### src/rtl/output_record_arbiter.sv
// Merges hit, register-readback and service record sources into one single-slot
// record stream, keeping multi-record frames contiguous and guaranteeing hit progress.
//
// state    | meaning
// UNLOCKED | arbitrate among all valid sources on each free slot
// LOCKED   | only lock_src may load until its last record is taken
module output_record_arbiter #(
    parameter int unsigned STARVE_LIMIT = 8
) (
    input  logic        clk,
    input  logic        reset,
    input  logic [2:0]  req_valid,
    input  logic [71:0] req_data,
    input  logic [2:0]  req_last,
    output logic [2:0]  req_ack,
    output logic        emptyFifo,
    output logic [23:0] data,
    input  logic        readFifo,
    output logic [2:0]  grant,
    output logic        hdrErr
);

    localparam logic [3:0] LIMIT  = 4'(STARVE_LIMIT);
    localparam logic [7:0] HIT_HDR = 8'hE9;

    typedef enum logic {UNLOCKED, LOCKED} state_t;

    state_t      state_q, state_d;
    logic [1:0]  lock_src_q, lock_src_d;
    logic        out_valid_q, out_valid_d;
    logic [23:0] data_q, data_d;
    logic [3:0]  starve_q, starve_d;
    logic        hdr_err_q, hdr_err_d;
    logic [2:0]  grant_q, grant_d;

    logic        slot_free;
    logic        take;
    logic [1:0]  win;
    logic        win_last;
    logic [23:0] win_data;

    always_comb begin
        state_d     = state_q;
        lock_src_d  = lock_src_q;
        out_valid_d = out_valid_q;
        data_d      = data_q;
        starve_d    = starve_q;
        hdr_err_d   = hdr_err_q;
        grant_d     = grant_q;
        take        = 1'b0;
        win         = 2'd0;
        win_last    = 1'b0;
        win_data    = 24'd0;
        req_ack     = 3'b000;

        slot_free = !out_valid_q || readFifo;

        if (state_q == UNLOCKED) begin
            take = slot_free && (|req_valid);
            // Starved hit data overrides the fixed register > service > hit order.
            if (starve_q == LIMIT && req_valid[0]) begin
                win = 2'd0;
            end else if (req_valid[1]) begin
                win = 2'd1;
            end else if (req_valid[2]) begin
                win = 2'd2;
            end else begin
                win = 2'd0;
            end
        end else begin
            win  = lock_src_q;
            take = slot_free && req_valid[lock_src_q];
        end

        case (win)
            2'd1:    begin win_data = req_data[47:24]; win_last = req_last[1]; end
            2'd2:    begin win_data = req_data[71:48]; win_last = req_last[2]; end
            default: begin win_data = req_data[23:0];  win_last = req_last[0]; end
        endcase

        if (take) begin
            req_ack     = 3'b001 << win;
            out_valid_d = 1'b1;
            data_d      = win_data;
            if (win == 2'd0) begin
                starve_d = 4'd0;
                if (state_q == UNLOCKED && win_data[23:16] != HIT_HDR) begin
                    hdr_err_d = 1'b1;
                end
            end else if (state_q == UNLOCKED && req_valid[0] && starve_q != LIMIT) begin
                starve_d = starve_q + 4'd1;
            end

            if (state_q == UNLOCKED && !win_last) begin
                state_d    = LOCKED;
                lock_src_d = win;
                grant_d    = 3'b001 << win;
            end else if (state_q == LOCKED && win_last) begin
                state_d = UNLOCKED;
                grant_d = 3'b000;
            end
        end else if (readFifo) begin
            out_valid_d = 1'b0;
        end
    end

    always_ff @(posedge clk) begin
        if (reset) begin
            state_q     <= UNLOCKED;
            lock_src_q  <= 2'd0;
            out_valid_q <= 1'b0;
            data_q      <= 24'd0;
            starve_q    <= 4'd0;
            hdr_err_q   <= 1'b0;
            grant_q     <= 3'b000;
        end else begin
            state_q     <= state_d;
            lock_src_q  <= lock_src_d;
            out_valid_q <= out_valid_d;
            data_q      <= data_d;
            starve_q    <= starve_d;
            hdr_err_q   <= hdr_err_d;
            grant_q     <= grant_d;
        end
    end

    assign emptyFifo = !out_valid_q;
    assign data      = data_q;
    assign grant     = grant_q;
    assign hdrErr    = hdr_err_q;

endmodule

### config.mk
export PLATFORM = sky130hd
export DESIGN_NAME = output_record_arbiter
export DESIGN_NICKNAME = d
export VERILOG_FILES = /design/src/rtl/output_record_arbiter.sv
export SDC_FILE = /design/constraint.sdc
export NUM_CORES = 1
export LEC_CHECK = 0
export CAP_MARGIN = 20
export CORE_UTILIZATION = 42
export CTS_BUF_LIST = sky130_fd_sc_hd__clkbuf_16
export DETAILED_ROUTE_END_ITERATION = 8
export PLACE_DENSITY = 0.91
export SLEW_MARGIN = 15
export SYNTH_ARGS = -nofsm -noshare
export SYNTH_HDL_FRONTEND = slang
export SYNTH_SLANG_ARGS = --single-unit
### constraint.sdc
create_clock -name clk -period 8.8 [get_ports clk]
set_clock_uncertainty 0.05 [all_clocks]
set_input_delay 1.76 -clock clk [delete_from_list [all_inputs] [get_ports clk]]
set_output_delay 1.76 -clock clk [all_outputs]
set_load 0.01 [all_outputs]
==> results of run 1 <==
through the flow:
step	cell area, µm²	util, %
3_3_place_gp	3110	69.1
3_5_place_dp	3110	69.1
6_report	3240	71.9
4_1_cts	3240	71.9
2_1_floorplan	2020	-
5_1_grt	3240	71.9
placed cells by master, fill, tap and decap left out, drive strengths merged:
master,Yosys,layout
o32a,1,1
clkdlybuf4s50,0,112
buf,11,2
and2,1,1
nor2,10,10
or4b,1,1
a22oi,22,22
o211ai,17,17
nor2b,4,4
nor3,3,3
clkbuf,11,5
nand3,4,4
ha,6,6
a21oi,35,35
xnor2,2,2
a32o,1,1
nand4b,3,3
nand4,2,2
and3,3,3
o21a,1,1
dfxtp,36,36
nand3b,2,2
a22o,4,4
and2b,1,1
nand2,47,47
o21ai,5,5
o2111ai,1,1
a211oi,1,1
and3b,1,1
inv,13,13
or3,1,1
mux2i,7,7
state kept, by name, indices dropped and copies added, names as in the netlist:
register     cells
out_valid_q      1
data            24
grant            3
lock_src_q       2
starve_q         4
state_q          1
hdrErr           1
worst min path at each step:
stage / depth (start not counted) / from / to
2_1_floorplan: 1 / starve_q[3]$_SDFFE_PP0P_ / starve_q[3]$_SDFFE_PP0P_
3_3_place_gp: 2 / data[19]$_SDFFE_PP0P_ / data[19]$_SDFFE_PP0P_
3_5_place_dp: 2 / data[7]$_SDFFE_PP0P_ / data[7]$_SDFFE_PP0P_
4_1_cts: 2 / data[14]$_SDFFE_PP0P_ / data[14]$_SDFFE_PP0P_
5_1_grt: 2 / data[7]$_SDFFE_PP0P_ / data[7]$_SDFFE_PP0P_
6_report: 2 / data[5]$_SDFFE_PP0P_ / data[5]$_SDFFE_PP0P_
per-layer routing:
layer  wire length (µm)  vias to the layer above  share of wire, %  track usage, %
li1                   -                     1108                 -               -
met1               2430                     1038                40            28.4
met2               3080                      121                51            43.2
met3                483                        4               8.0            6.47
met4                 42                        0              0.70            9.33
met5                  0                        -                 0               0
layout make-up:
type	instances	area, µm²
flip-flops and latches	36	721
multi-input cells	186	1140
fillers	371	1260
well taps	52	65.1
clock buffers	5	125
inverters	13	48.8
repair buffers	114	1140
worst max-delay path, delay by kind of cell:
kind            cells  cell delay [ps]
buf+inv             3             1120
fa+ha+maj           1              820
compound gates      2              390
simple gates        1              290
kinds of logic (layout without fill, tap and decap cells):
| family | count (synthesis) | in the layout |
|---|---|---|
| adder cells (fa/ha/maj) | 6 | 6 |
| multiplexers | 7 | 7 |
| XOR/XNOR | 2 | 2 |
| flip-flops | 36 | 36 |
| AND/OR/NAND/NOR | 83 | 83 |
| buffers and inverters | 35 | 132 |
| AO/OA/AOI/OAI | 88 | 88 |
power by group:
| part | internal, mW | switching (mW) | total, mW |
|---|---|---|---|
| Combinational | 0.219 | 0.235 | 0.453 |
| Clock | 0.0998 | 0.0577 | 0.158 |
| Sequential | 0.211 | 0.0298 | 0.241 |
==> reports/results.tsv, run 1 <==
stage	metric	value	unit
run_status	outcome	complete, no violations	
finish	num_antenna_cells	0	
synth	synth_compound_area_share	28.3	%
power	power	852	µW
global_route	grt_max_degree	48	
finish	finalNetCount	443	
clock_tree	cts.clk_slew.worst_paths	50	ps
global_route	track_usage	24.5	%
worst_setup_path	startpoint	req_valid[0]	
worst_setup_path	crit_fanout	27	
synth	synth_adder_area_share	3.71	%
timing	worst_slew_pin_slew	1010	ps
global_route	grt_pass1_wl	9810	µm
floorplan	io_pins	113	
power	ir_drop	159	µV
timing	min_period	6190	ps
synth	yosysSeqAreaShare	35.6	%
clock_tree	cts_setup_buffers	0	
floorplan	fp.dieH	71.4	µm
worst_setup_path	cp_slowest_cell	ha_1	
clock_tree	cts_buffers	5	
timing	relSlewSlack	32.7	%
timing	setup_violations	0	
place	port_buffers	112	
finish	post_route_cells_drive_above_1_share	3.67	%
synth	synth_ff_type	dfxtp_1	
timing	holdWs	399	ps
synth	synth_seq_cells	36	
synth	yosysMostFrequentCell	nand2_1	
synth	postSynth.asyncResetShare	0	%
worst_setup_path	r2r_cells	12	
place	pre_cts_ws	2610	ps
clock_tree	clock-sinks	36	
worst_setup_path	max_stage_delay	820	ps
finish	syn2layout_area_growth	60.0	%
timing	finalSetupTns	0	ps
floorplan	core	0.00450	mm²
clock_tree	cts_buffer_depth	2	
synth	synth_top_family_by_area	compound AO/OA/AOI/OAI gates	
clock_tree	cts.hold.buffers_added	0	
global_route	gr-total-overflow	0	
synth	synth_area_leaders	dfxtp_1 36%, nand2_1 8.7%, a21oi_1 8.7%, a22oi_1 8.2%, o211ai_1 6.3%	
synth	synth_edf_count	0	
synth	yosys.area.top_type	dfxtp_1	
clock_tree	cts_resized	0	
worst_setup_path	endpoint	req_ack[1]	
synth	synth_top_area_share	35.6	%
worst_setup_path	endpoint_kind	output port	
floorplan	dieWidth	71.4	µm
synth	ys_types	36	
worst_setup_path	timing.rr.start	starve_q[0]$_SDFFE_PP0P_	
routing	drc	0	
synth	synthXorXnorAreaFrac	0.865	%
timing	finalHoldViolCount	0	
timing	min_period_over_period	70.4	%
power	p_leak	1.23	nW
place	dp_cells	401	
timing	layout_setup_ws	2610	ps
synth	synthMuxAreaShare	3.46	%
routing	drt_wl_total	6040	µm
place	gp_congestion	0.827	
worst_setup_path	rr_endpoint	grant[0]$_SDFFE_PP0P_	
timing	rsz0062_at_grt	false	
floorplan	initial_core_util	44.9	%
synth	synthCells	257	
worst_setup_path	cp.required	6990	ps
hold_path	hold_path.class	flip-flop to flip-flop	
synth	ys_top_cells_by_count	47 x nand2_1, 36 x dfxtp_1, 35 x a21oi_1, 22 x a22oi_1, 17 x o211ai_1	
clock_tree	htreeDepth	2	
routing	detail-route-antenna-nets	0	
finish	final_cells	406	
worst_setup_path	ff2ff_setup_slack	5390	ps
worst_setup_path	cp-start-kind	primary input	
floorplan	rows	24	
clock_tree	tritoncts	built	
worst_setup_path	cp_common_cell	clkdlybuf4s50_1	
power	pwr_density_cell	263	mW/mm²
routing	drt_iter0_drc	174	
timing	maxSlewViolCount	0	
worst_setup_path	path_cells	clkdlybuf4s50_1, a21oi_1, a32o_1, inv_1, ha_1, and3_1, clkdlybuf4s50_1	
floorplan	die-area	0.00510	mm²
routing	wire_per_inst	14.9	µm
synth	synthSimpleGateAreaFrac	20.1	%
timing	fmax	161	MHz
clock_tree	cts-root-buf	clkbuf_16	
routing	drt-pass1-iter-count	4	
clock_tree	clk_latency	270	ps
global_route	antenna_found_initial	0	
synth	syn_area	0.00202	mm²
routing	routed_via_density	5.59	
place	dp_hpwl	4350	µm
flow_run	maxCapViolations	0	
synth	synth_warnings	0	
synth	postSynthAreaPerCell	7.88	µm²
worst_setup_path	criticalPathCategory	primary input to output port	
global_route	grt_pass1_vias	2137	
synth	synth_nets	344	
worst_setup_path	crit_arrival	4380	ps
routing	vias	2271	
No activity file was read; power rests on OpenSTA's default activity.
==> run 2: changes to the inputs <==
--- a/config.mk
+++ b/config.mk
@@ -6,10 +6,10 @@
 export NUM_CORES = 1
 export LEC_CHECK = 0
 export CAP_MARGIN = 20
-export CORE_UTILIZATION = 42
+export CORE_UTILIZATION = 39
 export CTS_BUF_LIST = sky130_fd_sc_hd__clkbuf_16
 export DETAILED_ROUTE_END_ITERATION = 8
-export PLACE_DENSITY = 0.91
+export PLACE_DENSITY = 0.85
 export SLEW_MARGIN = 15
 export SYNTH_ARGS = -nofsm -noshare
 export SYNTH_HDL_FRONTEND = slang
==> constraint.sdc (replaced) <==
create_clock -name clk -period 6.3 [get_ports clk]
set_clock_uncertainty 0.05 [all_clocks]
set_input_delay 1.26 -clock clk [delete_from_list [all_inputs] [get_ports clk]]
set_output_delay 1.26 -clock clk [all_outputs]
set_load 0.01 [all_outputs]
==> reports/results.tsv, run 2 (synthesis results as in run 1) <==
stage	metric	value	unit	change
finish	post_route_cells_drive_above_1_share	4.47	%	+0.80 points
clock_tree	tritoncts	built		
timing	rsz0062_at_grt	false		
worst_setup_path	crit_arrival	3400	ps	-980 ps
power	pwr-share-clk	18.9	%	+0.4 points
routing	drt-pass1-iter-count	4		unchanged
worst_setup_path	cpLargestDelayFamily	buffers and inverters		
timing	relSlewSlack	43.4	%	+11 points
worst_setup_path	r2r_cells	12		unchanged
floorplan	dieWidth	74.0	µm	+3.7%
finish	fillCellCount	422		+14%
worst_setup_path	timing.rr.start	starve_q[0]$_SDFFE_PP0P_		
power	p_comb_share	53.0	%	-0.2 points
finish	final_common_cell	clkdlybuf4s50_1		
power	pwr_density_cell	363	mW/mm²	+38%
power	p_sw_share	37.5	%	-0.30 points
worst_setup_path	startpoint	req_valid[0]		
floorplan	initial_core_util	41.8	%	-3.2 points
floorplan	rows	25		+4.2%
routing	routed_via_density	5.24		-6.3%
worst_setup_path	cp.required	4990	ps	-2000 ps
global_route	grt_pass1_vias	2095		-2.0%
clock_tree	clock-sinks	36		unchanged
timing	min_period_over_period	74.8	%	
timing	worst_slew_pin_slew	847	ps	-163 ps
global_route	gr-total-overflow	0		unchanged
clock_tree	cts.clk_slew.worst_paths	50	ps	about the same
hold_path	hold_path.class	flip-flop to flip-flop		
worst_setup_path	path_cells	clkdlybuf4s50_1, a21oi_1, a32o_1, inv_1, ha_1, buf_4, and3_1, clkdlybuf4s50_1		
clock_tree	cts_resized	0		unchanged
run_status	outcome	complete, no violations		
finish	num_antenna_cells	0		unchanged
worst_setup_path	endpoint	req_ack[1]		
worst_setup_path	ff2ff_setup_slack	3160	ps	-2230 ps
routing	met1_length	2460	µm	+1.3%
clock_tree	cts_buffers	5		unchanged
finish	largest_reg_flops	24		unchanged
clock_tree	htreeDepth	2		unchanged
routing	vias	2228		-1.9%
worst_setup_path	cp_common_cell	clkdlybuf4s50_1		
finish	final_cell_mix	112 x clkdlybuf4s50_1, 47 x nand2_1, 36 x dfxtp_1		
clock_tree	cts-root-buf	clkbuf_16		
floorplan	fp.dieH	74.0	µm	+3.7%
power	ir_drop	171	µV	+7.4%
routing	top_layer_used	met4		
global_route	grt_max_degree	48		unchanged
global_route	antenna_found_initial	0		unchanged
hold_path	holdCritStartpoint	hdrErr$_SDFFE_PP0P_		
floorplan	io_pins	113		unchanged
worst_setup_path	crit_fanout	27		unchanged
routing	detail-route-antenna-nets	0		unchanged
finish	syn2layout_area_growth	62.1	%	
worst_setup_path	worst-path-buf-inv	4		+1
worst_setup_path	cp.depth	8		+1
floorplan	core	0.00485	mm²	+7.6%
timing	fmax	212	MHz	
timing	setup_violations	0		unchanged
finish	utilization	67.7	%	-4.2 points
routing	wl_met3	456	µm	-5.6%
clock_tree	clk_latency	270	ps	about the same
place	dp_hpwl	4170	µm	-4.2%
power	p_int	745	µW	+40%
flow_run	maxCapViolations	0		unchanged
worst_setup_path	rr_endpoint	grant[2]$_SDFFE_PP0P_		
clock_tree	cts_buffer_depth	2		unchanged
timing	finalHoldViolCount	0		unchanged
timing	min_period	4710	ps	
power	p_switching	447	µW	+39%
timing	maxSlewViolCount	0		unchanged
routing	drc	0		unchanged
routing	wl_met2	2800	µm	-8.8%
routing	drt_iter0_drc	175		+0.57%
worst_setup_path	criticalPathCategory	primary input to output port		
global_route	grt_pass1_wl	9230	µm	-6.0%
finish	finalNetCount	445		+0.45%
power	p_leak	1.25	nW	+1.6%
global_route	track_usage	21.6	%	-2.9 points
timing	finalSetupTns	0	ps	unchanged
routing	drt_wl_total	5780	µm	-4.3%
worst_setup_path	endpoint_kind	output port		
routing	wire_per_inst	13.6	µm	-8.6%
worst_setup_path	cp-start-kind	primary input		
clock_tree	cts.hold.buffers_added	0		unchanged
clock_tree	cts_setup_buffers	0		unchanged
place	gp_congestion	0.819		-0.92%
floorplan	die-area	0.00548	mm²	+7.5%
worst_setup_path	max_stage_delay	540	ps	-280 ps
power	power_frac_seq	28.2	%	about the same
place	port_buffers	112		unchanged
worst_setup_path	cp_slowest_cell	clkdlybuf4s50_1		
-- run 2: cell types whose count changed in the layout (fill, tap and decap cells not counted), sizes merged --
cell	previous run	this run
buf	2	4
inv	13	14
clkinv	0	1
-- run 2: worst reg2reg max path, delay by kind of cell, from the launching register on --
family	cells	cell delay (ps)
and+or+nand+nor	2	410
AOI/OAI and AO/OA	4	840
buffers and inverters	3	540
DFF	1	350
adders and majority gates	3	870
-- run 2: per-stage QoR --
| stage | area (µm²) | instances | total power [mW] | hold slack (ps) | setup WS [ps] |
|---|---|---|---|---|---|
| 2_1_floorplan | 2020 | 257 | 0.732 | 378 | 2230 |
| 3_3_place_gp | 3150 | 418 | 0.959 | 385 | 1640 |
| 3_5_place_dp | 3150 | 418 | 0.972 | 388 | 1570 |
| 4_1_cts | 3280 | 425 | 1.20 | 399 | 1580 |
| 5_1_grt | 3280 | 425 | 1.28 | 424 | 1470 |
| 6_report | 3280 | 425 | 1.19 | 395 | 1590 |
-- run 2: how the worst min path moves through the flow --
| stage | end | slack (ps) | cells after the start |
|---|---|---|---|
| 6_report | hdrErr$_SDFFE_PP0P_ | 400 | 2 |
| 3_5_place_dp | hdrErr$_SDFFE_PP0P_ | 390 | 2 |
| 4_1_cts | hdrErr$_SDFFE_PP0P_ | 400 | 2 |
| 5_1_grt | data[22]$_SDFFE_PP0P_ | 420 | 2 |
| 3_3_place_gp | hdrErr$_SDFFE_PP0P_ | 390 | 2 |
| 2_1_floorplan | starve_q[3]$_SDFFE_PP0P_ | 380 | 1 |
-- run 2: power by group through the flow --
stage	clock network (mW)	registers [mW]	logic (mW)
after global placement	0	0.337	0.622
after CTS	0.230	0.336	0.635
after global routing	0.238	0.344	0.702
after floorplan	0	0.361	0.371
final	0.225	0.335	0.631
after detailed placement	0	0.340	0.632
-- run 2: metal layers --
layer,vias to the layer above,global-route usage (%)
li1,1115,-
met5,-,0
met4,0,6.84
met1,1014,25.2
met3,5,4.74
met2,94,39.3
-- run 2: area by class of cell --
cell class	count	area, µm²	area share, %
timing repair buffer	116	1150	35.1
multi-input combinational	186	1140	34.8
sequential	36	721	22.0
clock buffer	5	125	3.81
tap	67	83.8	2.55
inverter	13	48.8	1.49
clock inverter	2	8.76	0.267
